**config.mk**
```make
export PLATFORM = sky130hd
export DESIGN_NAME = sram_arbiter
export DESIGN_NICKNAME = d
export VERILOG_FILES = /design/src/rtl/sram_arbiter_pkg.sv /design/src/rtl/arb_grant.sv /design/src/rtl/sram_arbiter.sv
export SDC_FILE = /design/constraint.sdc
export NUM_CORES = 1
export LEC_CHECK = 0
export BUFFER_PORTS_ARGS = -buffer_cell sky130_fd_sc_hd__buf_4
export CAP_MARGIN = 0
export CELL_PAD_IN_SITES_DETAIL_PLACEMENT = 1
export CELL_PAD_IN_SITES_GLOBAL_PLACEMENT = 2
export CORE_UTILIZATION = 19
export DETAILED_ROUTE_END_ITERATION = 10
export HOLD_SLACK_MARGIN = 0.03
export PLACE_DENSITY = 0.78
export SLEW_MARGIN = 20
export SYNTH_ARGS = -nofsm -noshare
export SYNTH_HDL_FRONTEND = slang
export SYNTH_SLANG_ARGS = --single-unit
```
**constraint.sdc**
```tcl
create_clock -name clk -period 1.4 [get_ports clk]
set_clock_uncertainty 0.1 [all_clocks]
set_input_delay 0.14 -clock clk [delete_from_list [all_inputs] [get_ports clk]]
set_output_delay 0.14 -clock clk [all_outputs]
set_load 0.02 [all_outputs]
```
**src/rtl/sram_arbiter_pkg.sv**
```systemverilog
// Shared encodings for the SRAM-like port arbiter (state and owner identifiers).
package sram_arbiter_pkg;

    typedef enum logic [1:0] {
        ARB_IDLE = 2'd0,
        ARB_ADDR = 2'd1,
        ARB_DATA = 2'd2
    } arb_state_t;

    localparam logic OWN_INST = 1'b0;
    localparam logic OWN_DATA = 1'b1;

endpackage

```
**src/rtl/arb_grant.sv**
```systemverilog
// Two-input grant selector: fixed data-over-inst priority, or round-robin
// against the last served requester when SRAM_ARB_RR_EN is defined.
module arb_grant
    import sram_arbiter_pkg::*;
(
    input  logic inst_req,
    input  logic data_req,
    input  logic last_owner,
    output logic grant,
    output logic grant_owner
);

    assign grant = inst_req | data_req;

`ifdef SRAM_ARB_RR_EN
    // On a tie, favour whichever requester was not served last.
    assign grant_owner = (inst_req & data_req) ? ~last_owner
                                               : (data_req ? OWN_DATA : OWN_INST);
`else
    logic unused_last_owner;
    assign unused_last_owner = last_owner;
    assign grant_owner = data_req ? OWN_DATA : OWN_INST;
`endif

endmodule

```
**src/rtl/sram_arbiter.sv**
```systemverilog
// Shares one SRAM-like memory port between the IF and MEM requesters, one
// transaction at a time. Optional round-robin tie-break via SRAM_ARB_RR_EN.
module sram_arbiter
    import sram_arbiter_pkg::*;
#(
    parameter int ADDR_WIDTH = 32,
    parameter int DATA_WIDTH = 32
) (
    input  logic                    clk,
    input  logic                    reset,
    input  logic                    inst_req,
    input  logic [ADDR_WIDTH-1:0]   inst_addr,
    output logic                    inst_addr_ok,
    output logic                    inst_data_ok,
    output logic [DATA_WIDTH-1:0]   inst_rdata,
    input  logic                    data_req,
    input  logic                    data_wr,
    input  logic [DATA_WIDTH/8-1:0] data_wstrb,
    input  logic [ADDR_WIDTH-1:0]   data_addr,
    input  logic [DATA_WIDTH-1:0]   data_wdata,
    output logic                    data_addr_ok,
    output logic                    data_data_ok,
    output logic [DATA_WIDTH-1:0]   data_rdata,
    output logic                    mem_req,
    output logic                    mem_wr,
    output logic [DATA_WIDTH/8-1:0] mem_wstrb,
    output logic [ADDR_WIDTH-1:0]   mem_addr,
    output logic [DATA_WIDTH-1:0]   mem_wdata,
    input  logic                    mem_addr_ok,
    input  logic                    mem_data_ok,
    input  logic [DATA_WIDTH-1:0]   mem_rdata
);

    arb_state_t              state;
    logic                    owner;
    logic                    buf_wr;
    logic [DATA_WIDTH/8-1:0] buf_wstrb;
    logic [ADDR_WIDTH-1:0]   buf_addr;
    logic [DATA_WIDTH-1:0]   buf_wdata;
    logic                    last_owner;
    logic                    grant;
    logic                    grant_owner;
    logic                    accept;
    logic                    done;

    arb_grant u_grant (
        .inst_req    (inst_req),
        .data_req    (data_req),
        .last_owner  (last_owner),
        .grant       (grant),
        .grant_owner (grant_owner)
    );

    always_ff @(posedge clk) begin
        if (reset) begin
            state     <= ARB_IDLE;
            owner     <= OWN_INST;
            buf_wr    <= 1'b0;
            buf_wstrb <= '0;
            buf_addr  <= '0;
            buf_wdata <= '0;
`ifdef SRAM_ARB_RR_EN
            last_owner <= OWN_DATA;
`endif
        end else begin
            case (state)
                ARB_IDLE: begin
                    if (grant) begin
                        owner <= grant_owner;
                        state <= ARB_ADDR;
`ifdef SRAM_ARB_RR_EN
                        last_owner <= grant_owner;
`endif
                        if (grant_owner == OWN_DATA) begin
                            buf_wr    <= data_wr;
                            buf_wstrb <= data_wstrb;
                            buf_addr  <= data_addr;
                            buf_wdata <= data_wdata;
                        end else begin
                            buf_wr    <= 1'b0;
                            buf_wstrb <= '0;
                            buf_addr  <= inst_addr;
                            buf_wdata <= '0;
                        end
                    end
                end
                ARB_ADDR: begin
                    // A same-cycle response completes the transaction outright.
                    if (mem_addr_ok) state <= mem_data_ok ? ARB_IDLE : ARB_DATA;
                end
                ARB_DATA: begin
                    if (mem_data_ok) state <= ARB_IDLE;
                end
                default: state <= ARB_IDLE;
            endcase
        end
    end

`ifndef SRAM_ARB_RR_EN
    assign last_owner = OWN_DATA;
`endif

    // Handshakes are suppressed during reset so a dropped transaction never answers.
    assign accept = !reset && (state == ARB_IDLE) && grant;
    assign done   = !reset && mem_data_ok &&
                    ((state == ARB_DATA) || ((state == ARB_ADDR) && mem_addr_ok));

    assign inst_addr_ok = accept && (grant_owner == OWN_INST);
    assign data_addr_ok = accept && (grant_owner == OWN_DATA);
    assign inst_data_ok = done && (owner == OWN_INST);
    assign data_data_ok = done && (owner == OWN_DATA);
    assign inst_rdata   = mem_rdata;
    assign data_rdata   = mem_rdata;

    assign mem_req   = (state == ARB_ADDR);
    assign mem_wr    = buf_wr;
    assign mem_wstrb = buf_wstrb;
    assign mem_addr  = buf_addr;
    assign mem_wdata = buf_wdata;

endmodule

```
==> flow_summary.toml, run 1 <==
[power_and_ir_drop]
ir_drop_uv = 489.5
switching_share = 0.2912
p_clk_frac = 0.352
power_density_nw_per_um2 = 1098
seqPwrFrac = 0.383
p_switching_uw = 1772
fin_total_pwr_uw = 6086
p_comb_frac = 0.265
p_int_uw = 4314
p_leak_uw = 0.002481

[critical_path]
worstSetupPathType = "register to output port"
startpoint_type = "register"
worstSetupEndpointType = "output port"
r2r-end = "mem_wdata[23]$_SDFFE_PP0P_"
r2r_start = "state[0]$_SDFFE_PP0P_"
rrSetupSlack_ps = -70
required_ps = 1160
worstPathArrival_ps = 1390
path_max_fanout = 3
crit_end = "inst_data_ok"
crit_start = "state[0]$_SDFFE_PP0P_"
reg2regPathDepth = 6

[floorplan]
die_h_um = 135.8
std_cell_rows = 48
die_x_um = 135.8
ioPinCount = 277
start_util = 0.1953
die_area_um2 = 18440
core_um2 = 17420

[cts]
root_buffer = "clkbuf_16"
cts_buffers = 9
cts_sinks = 72
cts_tree = "built"
clk_pin_slew_ps = 60
worstSkewPairLatency_ps = 330
cts_buffer_depth = 2
htree_levels = 3

[route]
num_vias = 2993
drc = 0
wl_per_cell_um = 17.03
ant_nets = 0
first_pass_iters = 4
drt_wl_total_um = 12110
drtIter0Drc = 76
avgViaCountPerCell = 4.210

[sta]
fin_crit_ps = 1630
rsz0062_at_grt = "true"
worstMarginPinSlew_ps = 358.0
finalCritPeriodShare = 1.164
setup_ws_ps = -229.9
max_clock_freq_mhz = 613.5
slew_headroom = 0.7551
finalSetupViolations = 23
report.final.slew_viol_count = 0
hold_viol_final = 0

[yosys]
syn_inst = 312
synth_area_leaders = "dfxtp_1 (42%), buf_4 (14%), a211oi_2 (11%)"
yosysMostFrequentCell = "dfxtp_1"
synth_commonest_cells = "dfxtp_1 (72), buf_4 (65), a22o_1 (37)"
yosys_warnings = 0
synth_largest_area_cell = "dfxtp_1"
syn_area_per_cell_um2 = 10.90
synth_area_um2 = 3401
synth_ff_type = "dfxtp_1"
synth_top_area_frac = 0.4238
synthesis.nets = 451
async_flop_share = 0
ys_seq_area_frac = 0.4238
ys_seq_elements = 72
synth-edff-count = 0
synth_cell_types = 22

[placed_design]
gp_congestion = 0.6590
dpl.cell_count = 645
io_buffers = 180
hpwl_um = 8138

[run_status]
violations = "negative setup slack"
status = "finished with violations"

[final_layout]
nNetsFinal = 620
instances_no_fill = 711
nFillCells = 1949
drive_above_1_share = 0.5494
multi_input_area_um2 = 1384
n_antenna_cell = 0
syn_to_final_growth_pct = 63.06
regArea_um2 = 1446

[grt]
grt_pass1_vias = 3256
grt_usage = 0.1245
grt_max_degree = 39
antenna_found_initial = 0
overflow = 0
grt_pass1_wl_um = 17150

[hold_path]
worstHoldPathCells = 3
min_path_type = "primary input to register"

[job]
max-cap-violations = 0
## power groups by stage
stage	registers, µW	clock network (µW)	logic (µW)
after detailed placement	2370	0	1420
after CTS	2330	2210	1580
after global placement	2370	0	1380
after floorplan	2560	0	812
after global routing	2350	2300	1720
final	2330	2140	1610
## layout make-up
class                      count  share of cell area
multi-input combinational    149              0.2495
sequential                    72              0.2608
tap                          225             0.05077
clock inverter                 5            0.005866
clock buffer                  11             0.04377
timing repair buffer         249              0.3892
## kinds of logic (layout without fill, tap and decap cells)
logic type      Yosys count  in the layout  synth area share
compound gates          105            105            0.2660
simple gates             12             12           0.02355
buf+inv                  91            265            0.1924
flops                    72             72            0.4238
mux                      32             32           0.09419
## worst min path at each step
stage / slack (ps) / endpoint / from
final: 50 / state[1]$_SDFFE_PP0P_ / mem_addr_ok
after global routing: 50 / state[1]$_SDFFE_PP0P_ / mem_addr_ok
after CTS: 50 / state[1]$_SDFFE_PP0P_ / mem_addr_ok
after detailed placement: 180 / data_rdata[20] / mem_rdata[20]
after global placement: 180 / data_rdata[20] / mem_rdata[20]
after floorplan: 120 / state[1]$_SDFFE_PP0P_ / mem_data_ok
## layer usage
layer / wire length (µm) / GRT usage / vias up
li1: - / - / 1409
met5: 0 / 0 / -
met1: 4247 / 0.1173 / 1411
met2: 6508 / 0.2353 / 133
met4: 412 / 0.07179 / 0
met3: 937 / 0.03853 / 40
## per-stage QoR
stage	hold slack [ps]	TNS [ps]	instance area, µm²	setup slack, ps	utilization
5_1_grt	49.39	-5120	5545	-281.7	0.3184
3_3_place_gp	180.2	-56.49	4639	-28.50	0.2664
6_report	54.51	-1784	5545	-229.9	0.3184
3_5_place_dp	180.2	-173.2	4639	-48.42	0.2664
2_1_floorplan	119.3	0	3443	0.2137	-
4_1_cts	48.20	-2695	5472	-283.7	0.3142
## critical path, stage by stage, from the launching register on
cell and delay, ps:
dfxtp_2 330, buf_6 130, nor2b_4 120, a21oi_4 50
nor4b_4 240, buf_4 190
## cell usage in the layout, fill, tap and decap left out, types with 2 or more instances in the layout
master | Yosys | layout
nor2b_4 | 0 | 2
clkbuf_16 | 0 | 11
mux2i_1 | 32 | 32
clkinvlp_4 | 0 | 3
buf_4 | 65 | 193
a211oi_2 | 30 | 31
a22o_1 | 37 | 37
dfxtp_1 | 72 | 70
clkinv_2 | 0 | 2
buf_6 | 8 | 5
a21oi_1 | 33 | 32
dlygate4sd3_1 | 0 | 40
buf_12 | 0 | 6
buf_16 | 0 | 3
nor4b_4 | 0 | 2
## repair_timing
| action | 4_1_cts | 5_1_grt |
|---|---|---|
| hold endpoints to repair | 39 | 0 |
| pin swaps | 11 | 13 |
| gates cloned | 3 | 2 |
| buffers inserted | 5 | 0 |
| endpoints found under the setup margin | 42 | 74 |
| resized for setup | 11 | 5 |
| hold buffers | 40 | 0 |
## registers in the layout, summed over array words and instances (netlist names)
register / cells
mem_addr: 32
mem_wdata: 32
mem_wr: 1
mem_wstrb: 4
owner: 1
state: 2
Note: power is estimated with default switching activity, not from simulation.
==> run 2, diff against run 1 <==
--- a/config.mk
+++ b/config.mk
@@ -10,6 +10,7 @@
 export CELL_PAD_IN_SITES_DETAIL_PLACEMENT = 1
 export CELL_PAD_IN_SITES_GLOBAL_PLACEMENT = 2
 export CORE_UTILIZATION = 19
+export CTS_BUF_LIST = sky130_fd_sc_hd__clkbuf_2
 export DETAILED_ROUTE_END_ITERATION = 10
 export HOLD_SLACK_MARGIN = 0.03
 export PLACE_DENSITY = 0.78
==> run 2 against run 1 <==
Effect of this change: the flow finishes with violations (negative hold slack, negative setup slack); combinational power rose by 36%; global-route usage up 1.7 points; first-iteration DRC count down 33%; routed wire length up 25%.
==> flow_summary.toml, run 2 (same netlist as run 1, synthesis figures left out) <==
[critical_path]
path_cells = "buf_6, nor2b_4, a21oi_4, nor4b_4, buf_4"
required_ps = 1160
rrSetupSlack_ps = -210
critical_path.slowest_cell = "dfxtp_2"
worstSetupPathType = "register to output port"
path_max_fanout = 3
crit_start = "state[0]$_SDFFE_PP0P_"
worstSetupEndpointType = "output port"
cp_num_buf_inv = 2
startpoint_type = "register"
critical-path-top-delay-family = "flip-flops"
slowest_delay_ps = 380
r2r_start = "state[0]$_SDFFE_PP0P_"
worstPathArrival_ps = 1640

[floorplan]
core_um2 = 17420
std_cell_rows = 48
die_area_um2 = 18440
ioPinCount = 277
start_util = 0.1953
die_x_um = 135.8
die_h_um = 135.8

[power_and_ir_drop]
p_leak_uw = 0.002952
power_density_nw_per_um2 = 832.7
ir_drop_uv = 334.6

[grt]
antenna_found_initial = 0
overflow = 0
grt_pass1_wl_um = 19410
grt_max_degree = 33
grt_pass1_vias = 3654
grt_usage = 0.1412

[run_status]
status = "finished with violations"
violations = "negative hold slack, negative setup slack"

[final_layout]
design_area_um2 = 6754
final_cell_mix = "buf_4 (159), dlygate4sd3_1 (104), dfxtp_2 (68)"
nNetsFinal = 717
drive_above_1_share = 0.6741
nFillCells = 1861
final_util = 0.3878
n_antenna_cell = 0
final_common_cell = "buf_4"
syn_to_final_growth_pct = 98.60

[cts]
cts_buffers = 9
cts_sinks = 72
clk_pin_slew_ps = 190
cts_tree = "built"
worstSkewPairLatency_ps = 540
cts_hold_buf = 104
root_buffer = "clkbuf_2"
cts_buffer_depth = 2
htree_levels = 3

[route]
first_pass_iters = 4
drtIter0Drc = 51
num_vias = 3439
wl_per_cell_um = 18.69
avgViaCountPerCell = 4.256
drt_wl_total_um = 15100
ant_nets = 0
drc = 0

[placed_design]
hpwl_um = 8138
place_area_um2 = 4639
io_buffers = 180
gp_congestion = 0.6590
dp_slack_ps = -48.42

[sta]
finalCritPeriodShare = 1.341
max_clock_freq_mhz = 532.5
setup_ws_ps = -478.0
report.final.slew_viol_count = 0
slew_headroom = 0.7417
hold_ws_ps = -286.5
rsz0062_at_grt = "true"
fin_crit_ps = 1878
hold_viol_final = 2
worstMarginPinSlew_ps = 377.7
finalSetupViolations = 75

[hold_path]
min_path_type = "primary input to register"
worstHoldStart = "mem_addr_ok"

[job]
max-cap-violations = 0
run 2: cell count changes in the layout (fill, tap and decap cells not counted), moves of 3 or more:
cell	delta
dfxtp_1	-68
dfxtp_2	+67
dlygate4sd3_1	+64
buf_6	+62
buf_4	-34
a21oi_1	-25
a21oi_2	+19
clkbuf_2	+10
clkbuf_16	-7
a21oi_4	+6
buf_8	+3
run 2: through the flow:
step                      std cells  setup TNS, ps  hold slack (ps)  total power [µW]
after floorplan                 312              0            119.3              3370
after global placement          645         -56.49            180.2              3748
after detailed placement        645         -173.2            180.2              3792
after CTS                       778          -5009           -375.9              5273
after global routing            808         -13640           -353.8              5892
final                           808          -8051           -286.5              5624
run 2: cell type report:
cell class | count | area, µm² | area share
well taps | 225 | 281.5 | 0.04168
clock inverters | 6 | 36.28 | 0.005372
multi-input cells | 149 | 1523 | 0.2255
repair buffers | 346 | 3329 | 0.4930
clock buffers | 10 | 50.05 | 0.007410
flip-flops and latches | 72 | 1534 | 0.2271
run 2: repair_timing:
action	CTS	global route
setup endpoints to repair	80	136
pin swaps	12	35
cloned	5	5
gates resized for setup	70	118
endpoints found under the hold margin	71	2
buffers inserted	9	29
run 2: routing by layer:
metal | track usage | up-vias | share of wire
met5 | 0 | - | 0
met4 | 0.06492 | 0 | 0.033
met3 | 0.05125 | 54 | 0.068
met2 | 0.2664 | 148 | 0.53
met1 | 0.1347 | 1635 | 0.36
li1 | - | 1602 | -
run 2: worst paths after layout:
check	cells past startpoint	end
max	5	inst_data_ok
min	2	state[0]$_SDFFE_PP0P_
max reg2reg	9	mem_wdata[22]$_SDFFE_PP0P_
min reg2reg	1	mem_wdata[8]$_SDFFE_PP0P_
run 2: power breakdown:
| group | switching, µW | internal, µW |
|---|---|---|
| Clock | 811 | 226 |
| Combinational | 936 | 1260 |
| Sequential | 139 | 2260 |
